## src/rtl/ram_pkg.sv

```systemverilog
// ram_pkg: shared word/address sizes and the controller state encoding for the
// 16x8 single-port RAM slice. Both ram_mem and ram_access_ctrl import this.
package ram_pkg;

   localparam int DATA_W = 8;
   localparam int ADDR_W = 4;

   // Controller states. ST_VERIFY is only entered when RAM_VERIFY_EN is defined.
   typedef enum logic [2:0] {
      ST_IDLE    = 3'd0,
      ST_WR      = 3'd1,
      ST_RD_ADDR = 3'd2,
      ST_RD_WAIT = 3'd3,
      ST_FIN     = 3'd4,
      ST_VERIFY  = 3'd5
   } state_t;

endpackage

```

## src/rtl/ram_burst_cnt.sv

```systemverilog
// ram_burst_cnt: burst address generator for ram_access_ctrl. Holds the current
// RAM address (wrapping modulo the RAM depth), the beat counter and the burst
// length, and flags the last beat of the burst.
module ram_burst_cnt #(
   parameter int ADDR_W = ram_pkg::ADDR_W
) (
   input  logic              i_clk,
   input  logic              i_rst_n,
   input  logic              i_load,
   input  logic              i_step,
   input  logic [ADDR_W-1:0] i_start,
   input  logic [ADDR_W-1:0] i_len,
   output logic [ADDR_W-1:0] o_cur,
   output logic              o_last
);

   logic [ADDR_W-1:0] r_cur;
   logic [ADDR_W-1:0] r_cnt;
   logic [ADDR_W-1:0] r_len;

   // Load start/length on an accepted request, advance address and beat count
   // at the end of each beat; the address simply overflows to wrap around.
   always_ff @(posedge i_clk or negedge i_rst_n) begin
      if (!i_rst_n) begin
         r_cur <= '0;
         r_cnt <= '0;
         r_len <= '0;
      end else if (i_load) begin
         r_cur <= i_start;
         r_cnt <= '0;
         r_len <= i_len;
      end else if (i_step) begin
         r_cur <= r_cur + 1'b1;
         r_cnt <= r_cnt + 1'b1;
      end
   end

   assign o_cur  = r_cur;
   assign o_last = (r_cnt == r_len);

endmodule

```

## src/rtl/ram_access_ctrl.sv

```systemverilog
// ram_access_ctrl: requester-side burst controller for the 16x8 single-port RAM.
// Accepts single/burst read and write requests over REQ/BUSY/DONE, drives the
// RAM CE/ADDR/DIN pins and returns read beats with an RVALID strobe.
// Optional build macro RAM_VERIFY_EN: every write beat is read back and compared;
// a mismatch raises the sticky ERR flag. Without it ERR is tied low.
module ram_access_ctrl #(
   parameter int DATA_W   = ram_pkg::DATA_W,
   parameter int ADDR_W   = ram_pkg::ADDR_W,
   parameter int READ_LAT = 1
) (
   input  logic              i_clk,
   input  logic              i_rst_n,
   input  logic              i_req,
   input  logic              i_we,
   input  logic [ADDR_W-1:0] i_addr,
   input  logic [ADDR_W-1:0] i_len,
   input  logic [DATA_W-1:0] i_wdata,
   output logic              o_wnext,
   output logic [DATA_W-1:0] o_rdata,
   output logic              o_rvalid,
   output logic              o_busy,
   output logic              o_done,
   output logic              o_err,
   output logic              o_ram_ce,
   output logic [ADDR_W-1:0] o_ram_addr,
   output logic [DATA_W-1:0] o_ram_din,
   input  logic [DATA_W-1:0] i_ram_dout
);

   import ram_pkg::*;

   // Wait-counter preloads: RD_WAIT lasts READ_LAT cycles, VERIFY lasts 1+READ_LAT.
   localparam logic [1:0] WAIT_INIT = 2'((READ_LAT > 0) ? READ_LAT - 1 : 0);
`ifdef RAM_VERIFY_EN
   localparam logic [1:0] LAT_CNT   = 2'(READ_LAT);
`endif

   state_t            r_state;
   logic              r_busy;
   logic              r_done;
   logic              r_rvalid;
   logic              r_wnext;
   logic              r_ram_ce;
   logic [DATA_W-1:0] r_rdata;
   logic [1:0]        r_wait;
`ifdef RAM_VERIFY_EN
   logic              r_err;
   logic [DATA_W-1:0] r_wword;
`endif

   logic              w_load;
   logic              w_step;
   logic              w_last;
   logic [ADDR_W-1:0] w_cur;

   ram_burst_cnt #(
      .ADDR_W (ADDR_W)
   ) u_burst_cnt (
      .i_clk   (i_clk),
      .i_rst_n (i_rst_n),
      .i_load  (w_load),
      .i_step  (w_step),
      .i_start (i_addr),
      .i_len   (i_len),
      .o_cur   (w_cur),
      .o_last  (w_last)
   );

   // Counter control: load on an accepted request, step on the final cycle of a beat.
   always_comb begin
      w_load = (r_state == ST_IDLE) && i_req;
      w_step = 1'b0;
      case (r_state)
`ifdef RAM_VERIFY_EN
         ST_VERIFY:  w_step = (r_wait == 2'd0);
`else
         ST_WR:      w_step = 1'b1;
`endif
         ST_RD_ADDR: w_step = (READ_LAT == 0);
         ST_RD_WAIT: w_step = (r_wait == 2'd0);
         default:    w_step = 1'b0;
      endcase
   end

   // Main FSM with registered handshake and RAM-control outputs; strobes default low.
   always_ff @(posedge i_clk or negedge i_rst_n) begin
      if (!i_rst_n) begin
         r_state  <= ST_IDLE;
         r_busy   <= 1'b0;
         r_done   <= 1'b0;
         r_rvalid <= 1'b0;
         r_wnext  <= 1'b0;
         r_ram_ce <= 1'b0;
         r_rdata  <= '0;
         r_wait   <= '0;
`ifdef RAM_VERIFY_EN
         r_err    <= 1'b0;
         r_wword  <= '0;
`endif
      end else begin
         r_done   <= 1'b0;
         r_rvalid <= 1'b0;
         r_wnext  <= 1'b0;
         r_ram_ce <= 1'b0;
         case (r_state)
            ST_IDLE: begin
               if (i_req) begin
                  r_busy <= 1'b1;
`ifdef RAM_VERIFY_EN
                  r_err  <= 1'b0;
`endif
                  if (i_we) begin
                     r_state  <= ST_WR;
                     r_ram_ce <= 1'b1;
                     r_wnext  <= 1'b1;
                  end else begin
                     r_state <= ST_RD_ADDR;
                  end
               end
            end
            ST_WR: begin
`ifdef RAM_VERIFY_EN
               r_wword <= i_wdata;
               r_wait  <= LAT_CNT;
               r_state <= ST_VERIFY;
`else
               if (w_last) begin
                  r_state <= ST_FIN;
                  r_done  <= 1'b1;
               end else begin
                  r_ram_ce <= 1'b1;
                  r_wnext  <= 1'b1;
               end
`endif
            end
`ifdef RAM_VERIFY_EN
            ST_VERIFY: begin
               if (r_wait == 2'd0) begin
                  if (i_ram_dout != r_wword) begin
                     r_err <= 1'b1;
                  end
                  if (w_last) begin
                     r_state <= ST_FIN;
                     r_done  <= 1'b1;
                  end else begin
                     r_state  <= ST_WR;
                     r_ram_ce <= 1'b1;
                     r_wnext  <= 1'b1;
                  end
               end else begin
                  r_wait <= r_wait - 2'd1;
               end
            end
`endif
            ST_RD_ADDR: begin
               if (READ_LAT == 0) begin
                  r_rdata  <= i_ram_dout;
                  r_rvalid <= 1'b1;
                  if (w_last) begin
                     r_state <= ST_FIN;
                     r_done  <= 1'b1;
                  end
               end else begin
                  r_wait  <= WAIT_INIT;
                  r_state <= ST_RD_WAIT;
               end
            end
            ST_RD_WAIT: begin
               if (r_wait == 2'd0) begin
                  r_rdata  <= i_ram_dout;
                  r_rvalid <= 1'b1;
                  if (w_last) begin
                     r_state <= ST_FIN;
                     r_done  <= 1'b1;
                  end else begin
                     r_state <= ST_RD_ADDR;
                  end
               end else begin
                  r_wait <= r_wait - 2'd1;
               end
            end
            ST_FIN: begin
               r_busy  <= 1'b0;
               r_state <= ST_IDLE;
            end
            default: begin
               r_busy  <= 1'b0;
               r_state <= ST_IDLE;
            end
         endcase
      end
   end

   assign o_wnext    = r_wnext;
   assign o_rdata    = r_rdata;
   assign o_rvalid   = r_rvalid;
   assign o_busy     = r_busy;
   assign o_done     = r_done;
   assign o_ram_ce   = r_ram_ce;
   assign o_ram_addr = w_cur;
   assign o_ram_din  = r_ram_ce ? i_wdata : '0;
`ifdef RAM_VERIFY_EN
   assign o_err      = r_err;
`else
   assign o_err      = 1'b0;
`endif

endmodule
```

## config.mk

```make
export PLATFORM = sky130hd
export DESIGN_NAME = ram_access_ctrl
export DESIGN_NICKNAME = d
export VERILOG_FILES = /design/src/rtl/ram_pkg.sv /design/src/rtl/ram_burst_cnt.sv /design/src/rtl/ram_access_ctrl.sv
export SDC_FILE = /design/constraint.sdc
export NUM_CORES = 1
export LEC_CHECK = 0
export CORE_MARGIN = 10
export CORE_UTILIZATION = 45
export CTS_BUF_LIST = sky130_fd_sc_hd__clkbuf_8
export CTS_CLUSTER_DIAMETER = 80
export CTS_CLUSTER_SIZE = 10
export DETAILED_ROUTE_END_ITERATION = 7
export PLACE_DENSITY = 0.81
export SETUP_SLACK_MARGIN = 0.3
export SKIP_CTS_REPAIR_TIMING = 1
export SYNTH_ARGS = -nofsm -noshare
export SYNTH_HDL_FRONTEND = slang
export SYNTH_SLANG_ARGS = --single-unit
```

## constraint.sdc

```tcl
create_clock -name i_clk -period 1.9 [get_ports i_clk]
set_input_delay 0.19 -clock i_clk [delete_from_list [all_inputs] [get_ports i_clk]]
set_output_delay 0.19 -clock i_clk [all_outputs]
set_load 0.01 [all_outputs]
```

==> key figures, run 1 <==
Die
  – Die ar.: 5930 um^2
  – FP Rows: 20
  – Num ports: 54
  – Initial core utilization: 47.5%
  – Die H: 77.0 um
  – Overall die width: 77.0 um
  – Core Box Area: 3080 um^2

Cells and area
  – Layout cells sized above 1: 19.9%
  – Most frequent cells in the layout: clkdlybuf4s50_1, dfrtp_1, nor2_1, and2_1, mux2_4
  – Commonest non-fill, non-tap cell in the layout: clkdlybuf4s50_1
  – Post-Layout Cell Count: 225
  – Final #Nets: 211
  – Area growth from synthesis to layout: 47.6%
  – N_diodes: 0

Timing
  – Setup TNS: 0 ns
  – FMAX: 641 MHz
  – Final setup fails: 0
  – Final Hold Fails: 0
  – Fin Clk Skew: 0.00376 ns
  – Period utilisation layout: 82.1%
  – Slack of the critical path: 0.339 ns
  – Fin. max-slew vios: 0
  – RSZ-0062 raised after global routing: yes
  – Minimum clock period: 1.56 ns

Setup path
  – Critical path's largest stage delay: 0.54 ns
  – CP max FO: 10
  – Crit-path cells: and2_1 -> clkdlybuf4s50_1
  – Setup crit end kind: primary output
  – Top delay family on crit path: buffers and inverters
  – Critical path class: flip-flop to primary output
  – CP required: 1.71 ns
  – Worst path bufs/invs: 1
  – Startpoint Class: flip-flop
  – Highest-delay cell along the critical path: clkdlybuf4s50_1
  – CP arrival: 1.37 ns

Placed design
  – Post-DP HPWL: 2680 um
  – DP Cell Count: 213
  – RePlAce Congestion: 0.738
  – DP Worst Slack: 0.139 ns
  – IO Port Bufs: 52

Logic synthesis
  – Yosys cell types: 33
  – Syn nets: 153
  – Cell Area, Synth: 1460 um^2
  – Synth Instances: 122
  – Avg Cell Area, Syn: 12.0 um^2
  – Synth Register Bits: 29
  – Ys Warns: 0
  – Register area share after synthesis: 49.6%

Pwr
  – PwrDens: 1610 nW/um^2
  – Worst IR Drop VDD: 0.821 mV
  – Pwr Total: 3.48 mW
  – Leak pwr: 0.943 nW

CTS
  – CTS tree: built
  – Clock Pin Slew Worst Setup and Hold Paths: 0.06 ns
  – Clock tree buffer depth: 2
  – # H-tree levels: 2
  – Later-pin clock latency in the skew report: 0.27 ns
  – Sink Count: 29
  – Inserted Clock Buffers: 5
  – Root Buffer: clkbuf_8

Min path
  – Hold Crit Class: input pin to asynchronous set/reset pin

Flow run
  – Total of max-cap violations: 0

GRT
  – GRT overflow: 0
  – First-pass GRT wire length: 5470 um
  – Number of global-route vias before repair: 1178
  – Tot GR Track Use: 11.4%
  – Initial antenna violation count: 0
  – Largest net degree at the start of global routing: 30

Route
  – Final WL: 3470 um
  – Vias per cell: 4.87
  – DR vias: 1095
  – 1st-iter DRT viols: 36
  – DR pass1 iterations: 4
  – Final ANT Viol Nets: 0
  – Routed wire length per instance: 15.4 um
  – # DRC: 0

Status
  – Status: finished, final reports clean
## sequential cells by signal, indices dropped and copies added, names as in the netlist
register	count
o_done	1
u_burst_cnt.r_cnt	4
u_burst_cnt.o_cur	4
r_wait	2
o_rvalid	1
u_burst_cnt.r_len	4
o_rdata	8
o_busy	1
o_ram_ce	1
r_state	3
## final cells by class
cell class	instances	area, um^2
Inverter	4	15.0
Timing Repair Buffer	57	558
Tap cell	44	55.1
Clock inverter	2	33.8
Multi-Input combinational cell	83	687
Clock buffer	6	82.6
Fill cell	240	918
Sequential cell	29	728
## power breakdown
| group | internal, mW | switching, mW |
|---|---|---|
| logic | 1.02 | 0.634 |
| registers | 0.909 | 0.282 |
| clock network | 0.421 | 0.220 |
| total | 2.35 | 1.14 |
## path summary, 6_finish.rpt
| check | start | to | slack, ns | cells after the start |
|---|---|---|---|---|
| worst max-delay path | o_ram_ce$_DFF_PN0_ | o_ram_din[0] | 0.34 | 2 |
| worst min-delay path | i_rst_n | o_busy$_DFFE_PN0P_ | 0.29 | 2 |
| worst max register to register | r_wait[1]$_DFFE_PN0P_ | u_burst_cnt.o_cur[2]$_DFFE_PN0P_ | 0.37 | 6 |
| min in group i_clk | i_addr[1] | u_burst_cnt.o_cur[1]$_DFFE_PN0P_ | 0.49 | 3 |
| max in group asynchronous | i_rst_n | r_state[0]$_DFFE_PN0P_ | 1.33 | 2 |
| worst min register to register | o_busy$_DFFE_PN0P_ | o_busy$_DFFE_PN0P_ | 0.49 | 1 |
## synth_stat cells
cell,instances,area (um^2)
dfrtp_1,29,726
nor3b_1,2,15.0
a22o_1,3,26.3
a221o_1,2,20.0
xnor2_1,7,61.3
mux2_4,8,120
nand3_1,3,15.0
a21o_1,2,15.0
mux2_2,5,56.3
or2_1,2,12.5
a21oi_1,2,10.0
nor4b_4,1,23.8
nand2b_1,1,6.26
and2_1,8,50.1
mux2i_1,2,20.0
xor2_1,1,8.76
nor2b_4,1,13.8
buf_4,4,30.0
inv_1,4,15.0
o31ai_1,1,7.51
o21bai_1,1,7.51
ha_1,3,37.5
a211oi_1,1,7.51
nor3_1,4,20.0
nand2_1,5,18.8
nor2b_1,2,12.5
buf_6,3,33.8
o221a_2,1,11.3
nand4_1,1,6.26
conb_1,1,3.75
o21ai_0,1,5.00
nor2_1,10,37.5
nand2b_2,1,8.76
## worst register-to-register path, cell delays in order (launching register included)
cell	delay, ns
dfrtp_1	0.39
inv_1	0.10
ha_4	0.19
nor2b_4	0.06
or2_4	0.26
mux2i_1	0.12
a221o_1	0.29
## through the flow
| step | utilization [%] | area, um^2 | hold WS, ns |
|---|---|---|---|
| finish | 70.2 | 2160 | 0.288 |
| global route | 70.2 | 2160 | 0.322 |
| CTS | 68.5 | 2110 | 0.301 |
| detailed placement | 64.7 | 1990 | 0.473 |
| global placement | 64.7 | 1990 | 0.468 |
| floorplan | - | 1470 | -0.106 |
## cell families (layout without fill, tap and decap cells)
logic type,count (synthesis),after routing,share of synthesized area [%]
DFF,29,29,49.6
and+or+nand+nor,41,42,16.4
buffers and inverters,11,69,5.39
muxes,15,15,13.4
AOI/OAI and AO/OA,14,14,7.53
other,1,1,0.256
adders and majority gates,3,3,2.57
xor gates and xnor gates,8,8,4.79
## routing by layer
metal | global-route usage [%] | wire length [um] | part of all wire [%]
met5 | 0 | 0 | 0
met4 | 4.38 | 36 | 1.0
met3 | 4.55 | 212 | 6.1
met2 | 21.7 | 1990 | 57
met1 | 10.6 | 1230 | 36
Power figures use the tool's default switching activity.
==> run 2, diff against run 1 <==
- CORE_UTILIZATION: 45 -> 41
- PLACE_DENSITY: 0.81 -> 0.78
- clock period: 1.9 -> 1.3 ns (I/O delays scaled with it)
==> run 2 against run 1 <==
Net effect: largest power group unchanged; count of clock-buffer cells in the layout unchanged; cell count is 14% higher; highest routed layer unchanged; worst setup slack got worse by 0.55 ns; die area increased by 7.2%; the run now ends with negative setup slack left; final area grew 21%.
==> key figures, run 2 (same netlist as run 1, synthesis figures left out) <==
Status
  – Status: finished with violations
  – Failing checks: negative setup slack

Setup path
  – CP arrival: 1.67 ns
  – CP required: 1.46 ns
  – Critical path class: flip-flop to flip-flop
  – Reg-to-reg endpoint: o_rdata[7]$_DFFE_PN0P_
  – R2R depth: 6
  – Crit-path cells: inv_2 -> ha_4 -> nand2_1 -> or2_1 -> buf_12 -> mux2_4
  – Top delay family on crit path: flip-flops
  – Worst path bufs/invs: 2
  – Highest-delay cell along the critical path: dfrtp_1
  – Origin of the critical flop-to-flop path: r_wait[1]$_DFFE_PN0P_
  – Setup crit end kind: flip-flop
  – Startpoint Class: flip-flop
  – Reg2Reg Setup Slack: -0.21 ns
  – Critical path's largest stage delay: 0.39 ns
  – CP max FO: 9

Pwr
  – PwrDens: 2410 nW/um^2
  – Pwr Total: 6.32 mW
  – Leak pwr: 1.27 nW
  – Worst IR Drop VDD: 1.38 mV

Cells and area
  – Area growth from synthesis to layout: 78.9%
  – Layout cells sized above 1: 51.7%
  – Most frequent cells in the layout: clkdlybuf4s50_1, buf_4, dfrtp_1, buf_6, mux2_4
  – Final #Nets: 241
  – N_diodes: 0
  – Total of fill cells in the finished design: 217
  – Commonest non-fill, non-tap cell in the layout: clkdlybuf4s50_1
  – Post-Layout Cell Count: 257
  – Largest register FFs: 8
  – Post-layout util: 77.2%

Timing
  – Fin Hold WS: 0.230 ns
  – Final setup fails: 22
  – Period utilisation layout: 116%
  – Fin Clk Skew: 0.00244 ns
  – Slack of the critical path: -0.209 ns
  – Fin. max-slew vios: 0
  – Minimum clock period: 1.51 ns
  – FMAX: 663 MHz
  – RSZ-0062 raised after global routing: yes
  – Setup TNS: -3.14 ns
  – Final Hold Fails: 0

Die
  – FP Rows: 21
  – Initial core utilization: 43.2%
  – Core Box Area: 3390 um^2
  – Num ports: 54
  – Die ar.: 6360 um^2
  – Die H: 79.7 um
  – Overall die width: 79.7 um

CTS
  – Clock tree buffer depth: 2
  – # H-tree levels: 2
  – CTS tree: built
  – Clock Pin Slew Worst Setup and Hold Paths: 0.06 ns
  – Root Buffer: clkbuf_8
  – Sink Count: 29
  – Inserted Clock Buffers: 5
  – Later-pin clock latency in the skew report: 0.28 ns

Flow run
  – Total of max-cap violations: 0

Route
  – DR vias: 1280
  – Vias per cell: 4.98
  – Final WL: 4660 um
  – # DRC: 0
  – Met1 WL: 1730 um
  – Final ANT Viol Nets: 0
  – Routed wire length per instance: 18.1 um
  – DR pass1 iterations: 4
  – Top layer in use: met4
  – Met3 WL: 264 um
  – DR WL met2: 2620 um
  – 1st-iter DRT viols: 62

Min path
  – Hold Crit Class: input pin to asynchronous set/reset pin

Placed design
  – Post-DP HPWL: 2790 um
  – RePlAce Congestion: 0.832
  – IO Port Bufs: 52
  – DP Cell Count: 231

GRT
  – Number of global-route vias before repair: 1199
  – GRT overflow: 0
  – Tot GR Track Use: 11.2%
  – First-pass GRT wire length: 5730 um
  – Largest net degree at the start of global routing: 30
  – Initial antenna violation count: 0
## run 2: through the flow
step	worst slack [ns]	instance area, um^2
floorplan	-0.222	1490
global placement	-0.241	2150
detailed placement	-0.275	2150
CTS	-0.294	2270
global route	-0.260	2620
finish	-0.209	2620
## run 2: how the worst max path moves through the flow
stage	startpoint	endpoint	slack [ns]	cells past startpoint
after floorplan	r_wait[0]$_DFFE_PN0P_	u_burst_cnt.o_cur[2]$_DFFE_PN0P_	-0.22	7
after global placement	i_req	u_burst_cnt.o_cur[2]$_DFFE_PN0P_	-0.24	5
after detailed placement	i_req	u_burst_cnt.o_cur[2]$_DFFE_PN0P_	-0.27	5
after CTS	o_ram_ce$_DFF_PN0_	o_ram_din[4]	-0.29	2
after global routing	r_wait[1]$_DFFE_PN0P_	u_burst_cnt.o_cur[3]$_DFFE_PN0P_	-0.26	6
final	r_wait[1]$_DFFE_PN0P_	o_rdata[7]$_DFFE_PN0P_	-0.21	6
## run 2: layout make-up
| class | count | area (um^2) | area share (%) |
|---|---|---|---|
| clock buffer | 6 | 82.6 | 3.16 |
| timing repair buffer | 88 | 876 | 33.5 |
| sequential | 29 | 732 | 28.0 |
| tap | 46 | 57.6 | 2.20 |
| inverter | 4 | 15.0 | 0.574 |
| clock inverter | 2 | 33.8 | 1.29 |
| multi-input combinational | 82 | 820 | 31.3 |
## run 2: per-layer routing
layer / global-route usage (%) / vias up
li1: - / 591
met1: 12.2 / 639
met2: 19.5 / 45
met3: 3.83 / 5
met4: 4.75 / 0
met5: 0 / -
## run 2: report_power, final
group / internal (mW) / switching (mW)
Combinational: 2.22 / 1.39
Sequential: 1.34 / 0.399
Clock: 0.616 / 0.345
Total: 4.18 / 2.14
==> run 3, diff against run 2 <==
- GPL_ROUTABILITY_DRIVEN: not set -> 1
==> results of run 3 <==
Final layout, timing and power as in run 2 (identical DEF).
